File: src/rtl/bcd_timer_counter.sv
// Multi-digit BCD up/down counter with parallel load, wrap/hold boundary mode
// and registered terminal-count / load-error pulses for cascading timer stages.
module bcd_timer_counter #(
  parameter int unsigned DIGITS    = 2,
  parameter int unsigned MAX_VALUE = 99
) (
  input  logic                  clk,
  input  logic                  reset,
  input  logic                  en,
  input  logic                  up_dn,
  input  logic                  wrap_en,
  input  logic                  load,
  input  logic [4*DIGITS-1:0]   load_val,
  output logic [4*DIGITS-1:0]   count,
  output logic                  tc,
  output logic                  load_err
);

  localparam int unsigned W = 4 * DIGITS;

  // Decimal-to-BCD conversion, evaluated only at elaboration for the terminal value.
  function automatic logic [W-1:0] to_bcd(input int unsigned value);
    logic [W-1:0] res;
    int unsigned  rem;
    res = {W{1'b0}};
    rem = value;
    for (int i = 0; i < int'(DIGITS); i++) begin
      res[4*i +: 4] = 4'(rem % 32'd10);
      rem           = rem / 32'd10;
    end
    return res;
  endfunction

  // True when every nibble holds a decimal digit.
  function automatic logic all_digits_valid(input logic [W-1:0] value);
    logic ok;
    ok = 1'b1;
    for (int i = 0; i < int'(DIGITS); i++) begin
      if (value[4*i +: 4] > 4'd9) begin
        ok = 1'b0;
      end else begin
        ok = ok;
      end
    end
    return ok;
  endfunction

  // BCD increment with ripple carry; the caller guarantees value < MAX_BCD.
  function automatic logic [W-1:0] bcd_inc(input logic [W-1:0] value);
    logic [W-1:0] res;
    logic [3:0]   dig;
    logic         carry;
    res   = value;
    carry = 1'b1;
    for (int i = 0; i < int'(DIGITS); i++) begin
      dig = value[4*i +: 4];
      if (carry) begin
        if (dig >= 4'd9) begin
          dig = 4'd0;
        end else begin
          dig   = dig + 4'd1;
          carry = 1'b0;
        end
      end else begin
        dig = dig;
      end
      res[4*i +: 4] = dig;
    end
    return res;
  endfunction

  // BCD decrement with ripple borrow; the caller guarantees value > 0.
  function automatic logic [W-1:0] bcd_dec(input logic [W-1:0] value);
    logic [W-1:0] res;
    logic [3:0]   dig;
    logic         borrow;
    res    = value;
    borrow = 1'b1;
    for (int i = 0; i < int'(DIGITS); i++) begin
      dig = value[4*i +: 4];
      if (borrow) begin
        if (dig == 4'd0) begin
          dig = 4'd9;
        end else begin
          dig    = dig - 4'd1;
          borrow = 1'b0;
        end
      end else begin
        dig = dig;
      end
      res[4*i +: 4] = dig;
    end
    return res;
  endfunction

  localparam logic [W-1:0] MAX_BCD  = to_bcd(MAX_VALUE);
  localparam logic [W-1:0] ZERO_BCD = {W{1'b0}};

  logic [W-1:0] count_r;
  logic         tc_r;
  logic         load_err_r;

  logic [W-1:0] count_nxt_s;
  logic         tc_nxt_s;
  logic         load_err_nxt_s;
  logic         load_ok_s;
  logic         at_max_s;
  logic         at_zero_s;

  // Valid BCD vectors order the same as their binary encodings, so a plain compare suffices.
  assign load_ok_s = all_digits_valid(load_val) && (load_val <= MAX_BCD);
  assign at_max_s  = (count_r >= MAX_BCD);
  assign at_zero_s = (count_r == ZERO_BCD);

  // Next-state selection: load has priority over a counting step, otherwise hold.
  always_comb begin
    count_nxt_s    = count_r;
    tc_nxt_s       = 1'b0;
    load_err_nxt_s = 1'b0;
    if (load) begin
      if (load_ok_s) begin
        count_nxt_s = load_val;
      end else begin
        count_nxt_s    = MAX_BCD;
        load_err_nxt_s = 1'b1;
      end
    end else if (en) begin
      case (up_dn)
        1'b1: begin
          if (at_max_s) begin
            tc_nxt_s    = 1'b1;
            count_nxt_s = wrap_en ? ZERO_BCD : MAX_BCD;
          end else begin
            count_nxt_s = bcd_inc(count_r);
          end
        end
        1'b0: begin
          if (at_zero_s) begin
            tc_nxt_s    = 1'b1;
            count_nxt_s = wrap_en ? MAX_BCD : ZERO_BCD;
          end else begin
            count_nxt_s = bcd_dec(count_r);
          end
        end
        default: begin
          count_nxt_s = count_r;
        end
      endcase
    end else begin
      count_nxt_s = count_r;
    end
  end

  // Output registers; reset clears everything immediately.
  always_ff @(posedge clk or negedge reset) begin
    if (!reset) begin
      count_r    <= ZERO_BCD;
      tc_r       <= 1'b0;
      load_err_r <= 1'b0;
    end else begin
      count_r    <= count_nxt_s;
      tc_r       <= tc_nxt_s;
      load_err_r <= load_err_nxt_s;
    end
  end

  assign count    = count_r;
  assign tc       = tc_r;
  assign load_err = load_err_r;

endmodule

File: config.mk
export PLATFORM = sky130hd
export DESIGN_NAME = bcd_timer_counter
export DESIGN_NICKNAME = d
export VERILOG_FILES = /design/src/rtl/bcd_timer_counter.sv
export SDC_FILE = /design/constraint.sdc
export NUM_CORES = 1
export LEC_CHECK = 0
export BUFFER_PORTS_ARGS = -buffer_cell sky130_fd_sc_hd__buf_2
export CORE_MARGIN = 2
export CORE_UTILIZATION = 52
export CTS_CLUSTER_DIAMETER = 200
export DETAILED_ROUTE_END_ITERATION = 8
export PLACE_DENSITY = 0.84
export SYNTH_ARGS = -nofsm -noshare
export SYNTH_HDL_FRONTEND = slang
export SYNTH_SLANG_ARGS = --single-unit
export TNS_END_PERCENT = 5
File: constraint.sdc
create_clock -name clk -period 2 [get_ports clk]
set_input_delay 0.2 -clock clk [delete_from_list [all_inputs] [get_ports clk]]
set_output_delay 0.2 -clock clk [all_outputs]
set_load 0.02 [all_outputs]
==> metrics.yaml, run 1 <==
outcome:
  status: "completed"
clock_network:
  cts_htree_levels: 1
  numClockSinks: 10
  cts_buffers: 3
  clk_path_buf_depth: 2
  clock_latency_ps: 280
  root_buffer: "clkbuf_4"
  cts_tree: "yes"
  clk_pin_slew_ps: 70
timing:
  fmax_mhz: 509
  setup_viol: 0
  drv_slew: 0
  worst_slew_pin_slew_ps: 544
  max-slew-margin-rel: 0.634
  min_period_ps: 1960
  fin_crit_sh: 0.982
  hold_viol_final: 0
  hold_ws_ps: 142
  rsz0062_at_grt: "yes"
  skew_ps: 1.20
synthesis:
  yosysTopAreaCell: "dfrtp_1"
  avgSynthCellArea_sq_um: 8.15
  yosysUniqueCellTypes: 41
  syn_area_sq_um: 978
  syn_nets: 140
  ys_seq_area_frac: 0.256
  synth_seq_cells: 10
  synth.area.top_cells: "dfrtp_1 (26%), ha_1 (7.7%), o21ai_0 (6.6%)"
  synthFlopType: "dfrtp_1"
  ys_async_sr_fraction: 1.00
  ys.warnings.count: 0
  synthCells: 120
  synth_top_area_share: 0.256
  synth_edf_count: 0
critical_path:
  cp_max_fo: 6
  crit_arrival_ps: 2160
  path_buf_inv: 1
  cpPeakStageDelay_ps: 450
  setup.worst_path.start_class: "flop"
  endpoint_kind: "flop"
  crit_slowest_cell: "dfrtp_2"
  path_cells: "inv_1 -> ha_2 -> nor3b_4 -> or2_4 -> nand2_2 -> or3_4 -> o31ai_2"
  path_delay_family: "simple AND/OR/NAND/NOR gates"
  timing.setup.critical_path_class: "reg -> reg"
  cp.required_ps: 2200
placement:
  io_buffers: 23
  gp_congestion: 0.866
  hpwl_um: 1990
floorplanning:
  ios: 24
  die_w_um: 47.4
  std_cell_rows: 15
  start_util: 0.561
  dieArea_sq_um: 2240
  fp.dieH_um: 47.4
  coreArea_sq_um: 1750
flow_run:
  drv_cap: 0
grt:
  grt_pass1_vias: 996
  grt_usage: 0.279
  grt_pass1_wl_um: 4370
  antenna_found_initial: 0
  grt_overflow_total: 0
  grt_max_degree: 18
layout:
  final_util: 0.711
  drive_above_1_share: 0.327
  antenna_cells: 0
  area_growth_pct: 26.9
  final_nets: 174
pwr:
  netSwitchingFraction: 0.401
  seqPwrFrac: 0.301
  clkPwrFrac: 0.224
  powerDensity_nw_per_um2: 700
  ir_drop_mv: 0.515
  p_total_mw: 0.869
  switching_power_mw: 0.349
  leakage_nw: 0.573
  comb_power_share: 0.475
  intPower_mw: 0.520
drt:
  vias_per_cell: 5.91
  wl_per_cell_um: 14.9
  wl_um: 2660
  ant_nets: 0
  firstDrtPassIters: 4
  num_vias: 1052
  drc: 0
  drtIter0Drc: 35
hold_path:
  hp-class: "in -> reg"
-- power by group through the flow --
| stage | logic (mW) | clock network [mW] | registers, mW |
|---|---|---|---|
| after floorplan | 0.237 | 0 | 0.285 |
| after global placement | 0.373 | 0 | 0.260 |
| after detailed placement | 0.381 | 0 | 0.263 |
| after CTS | 0.390 | 0.195 | 0.259 |
| after global routing | 0.456 | 0.205 | 0.265 |
| final | 0.413 | 0.194 | 0.262 |
-- per-stage QoR --
step	setup TNS (ps)	worst slack, ps	area (sq um)	instances
2_1_floorplan	0	28.3	978	120
3_3_place_gp	0	85.7	1150	171
3_5_place_dp	-70.0	-70.0	1150	171
4_1_cts	0	6.63	1200	176
5_1_grt	-69.0	-38.3	1240	178
6_report	0	36.2	1240	178
-- worst paths after layout --
path | cells past startpoint | end | startpoint | slack, ps
setup / recovery | 7 | count[6] | count[0] | 40
hold / removal | 3 | count[2] | load_val[2] | 140
setup reg to reg | 7 | count[6] | count[0] | 40
hold reg to reg | 2 | count[5] | count[5] | 610
max in group asynchronous | 2 | count[0] | reset | 1490
min in group asynchronous | 2 | count[1] | reset | 300
-- what timing repair did --
action,4_1_cts,5_1_grt
setup endpoints to repair,1,5
pin swaps,1,4
hold buffers,1,0
buffers inserted,0,2
gates resized for setup,2,7
hold endpoints to repair,10,0
-- cell usage after synthesis (2+ instances only) --
master and instances:
o21ai_0 13, dfrtp_1 10, inv_1 9, nand2_1 9, nor2_1 9, a21oi_1 7, ha_1 6, o31ai_1 5
a211oi_1 3, nor3_1 3, a221oi_1 2, a31oi_1 2, a32oi_1 2, and2_1 2, and3b_1 2, buf_2 2
buf_6 2, clkbuf_1 2, nand3_1 2, nor3b_1 2, nor3b_2 2, nor4_1 2, o211a_1 2, o211ai_1 2
o21a_1 2
-- sequential cells by signal, indices dropped and copies added (netlist names) --
name,count
count,8
load_err,1
tc,1
-- logic make-up after synthesis --
logic type               count (synthesis)  synth area share
flip-flops                              10             0.256
AO/OA/AOI/OAI                           46             0.318
buffers and inverters                   16            0.0831
XOR/XNOR                                 2            0.0179
AND/OR/NAND/NOR                         40             0.248
adder cells (fa/ha/maj)                  6            0.0767
-- layout make-up --
| cell class | count | area, sq um |
|---|---|---|
| Inverter | 9 | 33.8 |
| Sequential cell | 10 | 251 |
| Tap cell | 25 | 31.3 |
| Clock buffer | 4 | 36.3 |
| Fill cell | 143 | 504 |
| Multi-Input combinational cell | 94 | 673 |
| Timing Repair Buffer | 36 | 215 |
-- metal layers --
layer	vias to the layer above	wire [um]	share of wire	global-route usage
met3	8	164	0.062	0.0769
met1	491	1040	0.39	0.309
met5	-	0	0	0
li1	516	-	-	-
met2	37	1400	0.52	0.478
met4	0	59	0.022	0.150
-- layout by cell type, fill, tap and decap left out, types with 3 or more instances in the layout --
cell type / count
inv_1: 9
o21ai_0: 11
nor3_1: 3
o31ai_1: 4
buf_2: 23
a21oi_1: 7
nand2_1: 9
dfrtp_1: 9
buf_4: 12
nor2_1: 9
a211oi_1: 3
clkbuf_4: 3
nor3b_4: 3
ha_1: 5
-- worst register-to-register path, stage by stage, from the launching register on --
cell     delay (ps)
dfrtp_2         450
inv_1            90
ha_2            200
nor3b_4         260
or2_4           190
nand2_2          50
or3_4           390
o31ai_2         240
No activity file was read; power rests on OpenSTA's default activity.
==> inputs of run 2 (changes only) <==
--- a/config.mk
+++ b/config.mk
@@ -6,11 +6,13 @@
 export NUM_CORES = 1
 export LEC_CHECK = 0
 export BUFFER_PORTS_ARGS = -buffer_cell sky130_fd_sc_hd__buf_2
+export CORE_ASPECT_RATIO = 0.6
 export CORE_MARGIN = 2
-export CORE_UTILIZATION = 52
+export CORE_UTILIZATION = 40
+export CTS_BUF_LIST = sky130_fd_sc_hd__clkbuf_8
 export CTS_CLUSTER_DIAMETER = 200
 export DETAILED_ROUTE_END_ITERATION = 8
-export PLACE_DENSITY = 0.84
+export PLACE_DENSITY = 0.71
 export SYNTH_ARGS = -nofsm -noshare
 export SYNTH_HDL_FRONTEND = slang
 export SYNTH_SLANG_ARGS = --single-unit
==> constraint.sdc (replaced) <==
create_clock -name clk -period 1.76 [get_ports clk]
set_input_delay 0.176 -clock clk [delete_from_list [all_inputs] [get_ports clk]]
set_output_delay 0.176 -clock clk [all_outputs]
set_load 0.02 [all_outputs]
==> run 2 against run 1 <==
  * The run now ends with negative setup slack left
  * Global-route usage down 4.4 points
  * Worst setup slack worse by 170 ps
  * Routed wire length up 44%
  * Clock power up 54%
  * Clock skew up 2.2 ps
  * Fmax up 3.9%
  * Hold slack better by 4.6 ps
  * Cell count up 9.0%
  * Utilization down 5.4 points
==> metrics.yaml, run 2 (synthesis results as in run 1) <==
layout:
  drive_above_1_share: 0.494
  final_nets: 185
  fillers: 166
  final_cells: 194
  largest_reg_flops: 8
  area_growth_pct: 50.8
  final_cell_mix: "buf_2 (23), buf_4 (22), o21ai_0 (10)"
  antenna_cells: 0
  layout_commonest_cell: "buf_2"
critical_path:
  setup.worst_path.start_class: "flop"
  timing.setup.critical_path_class: "reg -> reg"
  cp.required_ps: 1860
  cp_max_fo: 6
  r2r_cells: 8
  crit_arrival_ps: 1990
  r2r_start: "count[4]"
  r2r_slack_ps: -130
  reg2reg_to: "count[3]"
  endpoint_kind: "flop"
grt:
  grt_overflow_total: 0
  grt_max_degree: 18
  grt_usage: 0.235
  grt_pass1_vias: 1035
  grt_pass1_wl_um: 5050
  antenna_found_initial: 0
outcome:
  status: "finished, violations left"
  violations: "negative setup slack"
timing:
  max-slew-margin-rel: 0.713
  hold_viol_final: 0
  drv_slew: 0
  fmax_mhz: 529
  min_period_ps: 1890
  layout_setup_ws_ps: -130
  worst_slew_pin_slew_ps: 425
  hold_ws_ps: 147
  rsz0062_at_grt: "yes"
  fin_crit_sh: 1.07
  skew_ps: 3.41
  setup_viol: 6
clock_network:
  numClockSinks: 10
  clk_path_buf_depth: 2
  root_buffer: "clkbuf_8"
  cts_htree_levels: 1
  clock_latency_ps: 240
  cts_buffers: 3
  cts_tree: "yes"
  clk_pin_slew_ps: 50
flow_run:
  drv_cap: 0
floorplanning:
  dieArea_sq_um: 2870
  die_w_um: 67.9
  start_util: 0.436
  coreArea_sq_um: 2240
  std_cell_rows: 13
  fp.dieH_um: 42.3
  ios: 24
pwr:
  powerDensity_nw_per_um2: 845
  leakage_nw: 0.646
  ir_drop_mv: 0.415
  p_total_mw: 1.25
drt:
  wl_um: 3840
  ant_nets: 0
  vias_per_cell: 6.56
  firstDrtPassIters: 6
  drtIter0Drc: 231
  wl_per_cell_um: 19.8
  drc: 0
  num_vias: 1272
hold_path:
  hold_depth: 3
  hp-class: "in -> reg"
  holdCritStartpoint: "load_val[2]"
  hold_end: "count[2]"
placement:
  io_buffers: 23
  gp_congestion: 0.952
  dp_cells: 186
  hpwl_um: 2300
[run 2: cell types whose count changed in the layout (fill, tap and decap cells not counted), moves of 4 or more]
cell and delta:
buf_4 +10, dfrtp_1 -5, dfrtp_2 +5, inv_1 -4
inv_2 +4
[run 2: report_power, final]
group	total (mW)	internal, mW	switching (mW)
sequential	0.314	0.261	0.0531
clock	0.299	0.198	0.102
combinational	0.632	0.282	0.351
total	1.25	0.740	0.506
[run 2: critical path: stages, from the launching register on]
cell and delay (ps):
dfrtp_2 450, inv_2 100, ha_4 160, nor3b_4 220, buf_6 160, a211oi_1 90, o21a_1 200, a211oi_1 200
o21ai_0 150
[run 2: area by class of cell]
| cell class | count | area [sq um] | area share |
|---|---|---|---|
| timing repair buffer | 47 | 302 | 0.204 |
| inverter | 9 | 33.8 | 0.0229 |
| multi-input combinational | 94 | 790 | 0.535 |
| tap | 30 | 37.5 | 0.0254 |
| clock buffer | 4 | 55.1 | 0.0373 |
| sequential | 10 | 258 | 0.175 |
[run 2: how the worst max path moves through the flow]
stage	start	to	slack [ps]	cells past startpoint
2_1_floorplan	count[0]	count[6]	-50	7
3_3_place_gp	count[0]	count[7]	-340	6
3_5_place_dp	count[0]	count[7]	-380	6
4_1_cts	count[0]	count[6]	-20	6
5_1_grt	count[4]	count[3]	-180	8
6_report	count[4]	count[3]	-130	8
[run 2: timing repair]
item | 4_1_cts | 5_1_grt
setup buffers | 1 | 2
resized for setup | 13 | 16
hold buffers | 1 | 0
endpoints found under the setup margin | 6 | 7
pin swaps | 5 | 6
hold endpoints to repair | 10 | 0
[run 2: stage by stage]
stage	setup TNS, ps	setup slack (ps)	utilization	cell area (sq um)
floorplan	-119	-50.1	-	1000
global placement	-388	-342	0.560	1260
detailed placement	-769	-377	0.560	1260
CTS	-40.1	-16.2	0.618	1390
global route	-715	-181	0.657	1480
finish	-259	-130	0.657	1480
[run 2: layer usage]
layer / vias to the layer above / part of all wire / track usage
met5: - / 0 / 0
li1: 538 / - / -
met4: 0 / 0.049 / 0.0360
met1: 581 / 0.39 / 0.347
met2: 122 / 0.41 / 0.341
met3: 31 / 0.15 / 0.0672
==> inputs of run 3 (changes only) <==
--- a/config.mk
+++ b/config.mk
@@ -13,6 +13,7 @@
 export CTS_CLUSTER_DIAMETER = 200
 export DETAILED_ROUTE_END_ITERATION = 8
 export PLACE_DENSITY = 0.71
+export RECOVER_POWER = 100
 export SYNTH_ARGS = -nofsm -noshare
 export SYNTH_HDL_FRONTEND = slang
 export SYNTH_SLANG_ARGS = --single-unit
==> run 3 against run 2 <==
  * The flow still finishes with violations (negative setup slack)
  * Clock skew down 2.8 ps
  * Total power about the same
  * Global-route usage unchanged
  * Largest cell class unchanged
==> metrics.yaml, run 3 (synthesis results as in run 1) <==
outcome:
  status: "finished, violations left"
  violations: "negative setup slack"
layout:
  final_cell_mix: "buf_4 (22), buf_2 (20), o21ai_0 (10)"
  final_nets: 185
  area_growth_pct: 50.4
  largest_reg_flops: 8
  drive_above_1_share: 0.476
  final_cells: 194
  layout_commonest_cell: "buf_4"
  fillers: 169
  final_cell_area_sq_um: 1470
  antenna_cells: 0
timing:
  max-slew-margin-rel: 0.616
  hold_viol_final: 0
  layout_setup_ws_ps: -120
  fmax_mhz: 532
  drv_slew: 0
  rsz0062_at_grt: "yes"
  worst_slew_pin_slew_ps: 576
  fin_crit_sh: 1.07
  setup_viol: 6
  skew_ps: 0.591
  min_period_ps: 1880
drt:
  wl_um: 3810
  vias_per_cell: 6.40
  firstDrtPassIters: 5
  num_vias: 1241
  wl_per_cell_um: 19.6
  ant_nets: 0
  drc: 0
  drtIter0Drc: 231
critical_path:
  cpPeakStageDelay_ps: 450
  crit_slowest_cell: "dfrtp_2"
  crit_arrival_ps: 1980
  setup.worst_path.start_class: "flop"
  cp_max_fo: 6
  path_cells: "inv_2 -> ha_4 -> nor3b_4 -> buf_6 -> a211oi_1 -> o21a_1 -> a211oi_1 -> o21ai_0"
  cp.required_ps: 1860
  critPathMostFrequentCell: "a211oi_1"
  endpoint_kind: "flop"
  timing.setup.critical_path_class: "reg -> reg"
clock_network:
  clk_path_buf_depth: 2
  clk_pin_slew_ps: 50
  cts_htree_levels: 1
  cts_buffers: 3
  numClockSinks: 10
  clock_latency_ps: 240
  cts_tree: "yes"
  root_buffer: "clkbuf_8"
placement:
  place_area_sq_um: 1260
  gp_congestion: 0.952
  hpwl_um: 2300
  dp_cells: 186
  io_buffers: 23
grt:
  grt_overflow_total: 0
  antenna_found_initial: 0
  grt_pass1_wl_um: 5050
  grt_usage: 0.235
  grt_max_degree: 18
  grt_pass1_vias: 1035
pwr:
  powerDensity_nw_per_um2: 846
  ir_drop_mv: 0.413
  leakage_nw: 0.635
  p_total_mw: 1.25
floorplanning:
  die_w_um: 67.9
  fp.dieH_um: 42.3
  coreArea_sq_um: 2240
  start_util: 0.436
  std_cell_rows: 13
  dieArea_sq_um: 2870
  ios: 24
flow_run:
  drv_cap: 0
hold_path:
  hp-class: "in -> reg"
run 3: cell count changes in the layout (fill, tap and decap cells not counted):
cell,before,now
buf_2,23,20
clkbuf_1,0,3
run 3: per-stage QoR:
stage / worst slack (ps) / utilization / hold slack [ps] / setup TNS [ps]
final: -120 / 0.656 / 144 / -242
after CTS: -16.2 / 0.618 / 148 / -40.1
after global placement: -342 / 0.560 / 52.4 / -388
after global routing: -181 / 0.656 / 185 / -715
after detailed placement: -377 / 0.560 / 54.2 / -769
after floorplan: -50.1 / - / -120 / -119
run 3: area by class of cell:
type                    instances  area [sq um]  share of cell area
clock buffers                   4          55.1              0.0374
inverters                       9          33.8              0.0230
multi-input cells              94           790               0.537
flip-flops and latches         10           258               0.175
well taps                      30          37.5              0.0255
repair buffers                 47           298               0.202
run 3: where the power goes:
part	total (mW)	leakage [nW]	switching (mW)	internal, mW
clock network	0.301	0.0288	0.103	0.198
registers	0.315	0.118	0.0535	0.261
logic	0.630	0.489	0.349	0.281
run 3: repair_timing:
action                     in CTS  in global routing
setup endpoints to repair       6                  7
buffers inserted                1                  2
gates resized for setup        13                 16
hold endpoints to repair       10                  0
pin swaps                       5                  6
hold buffers                    1                  0
run 3: worst paths after layout:
path                              from  endpoint  slack, ps  depth (start not counted)
setup / recovery              count[4]  count[3]       -120                          8
hold / removal             load_val[2]  count[2]        140                          3
setup reg to reg              count[4]  count[3]       -120                          8
hold reg to reg               count[7]  count[7]        630                          2
max in group asynchronous        reset  count[1]        910                          2
min in group asynchronous        reset  count[3]        440                          2
run 3: layer usage:
| metal | vias up | global-route usage | wire [um] |
|---|---|---|---|
| li1 | 540 | - | - |
| met1 | 571 | 0.347 | 1550 |
| met2 | 110 | 0.341 | 1580 |
| met3 | 20 | 0.0672 | 526 |
| met4 | 0 | 0.0360 | 149 |
| met5 | - | 0 | 0 |
run 3: worst max-delay path, delay by kind of cell, from the launching register on:
kind,cells,cell delay [ps]
simple gates,1,220
fa+ha+maj,1,160
compound gates,4,630
buf+inv,2,260
flops,1,450
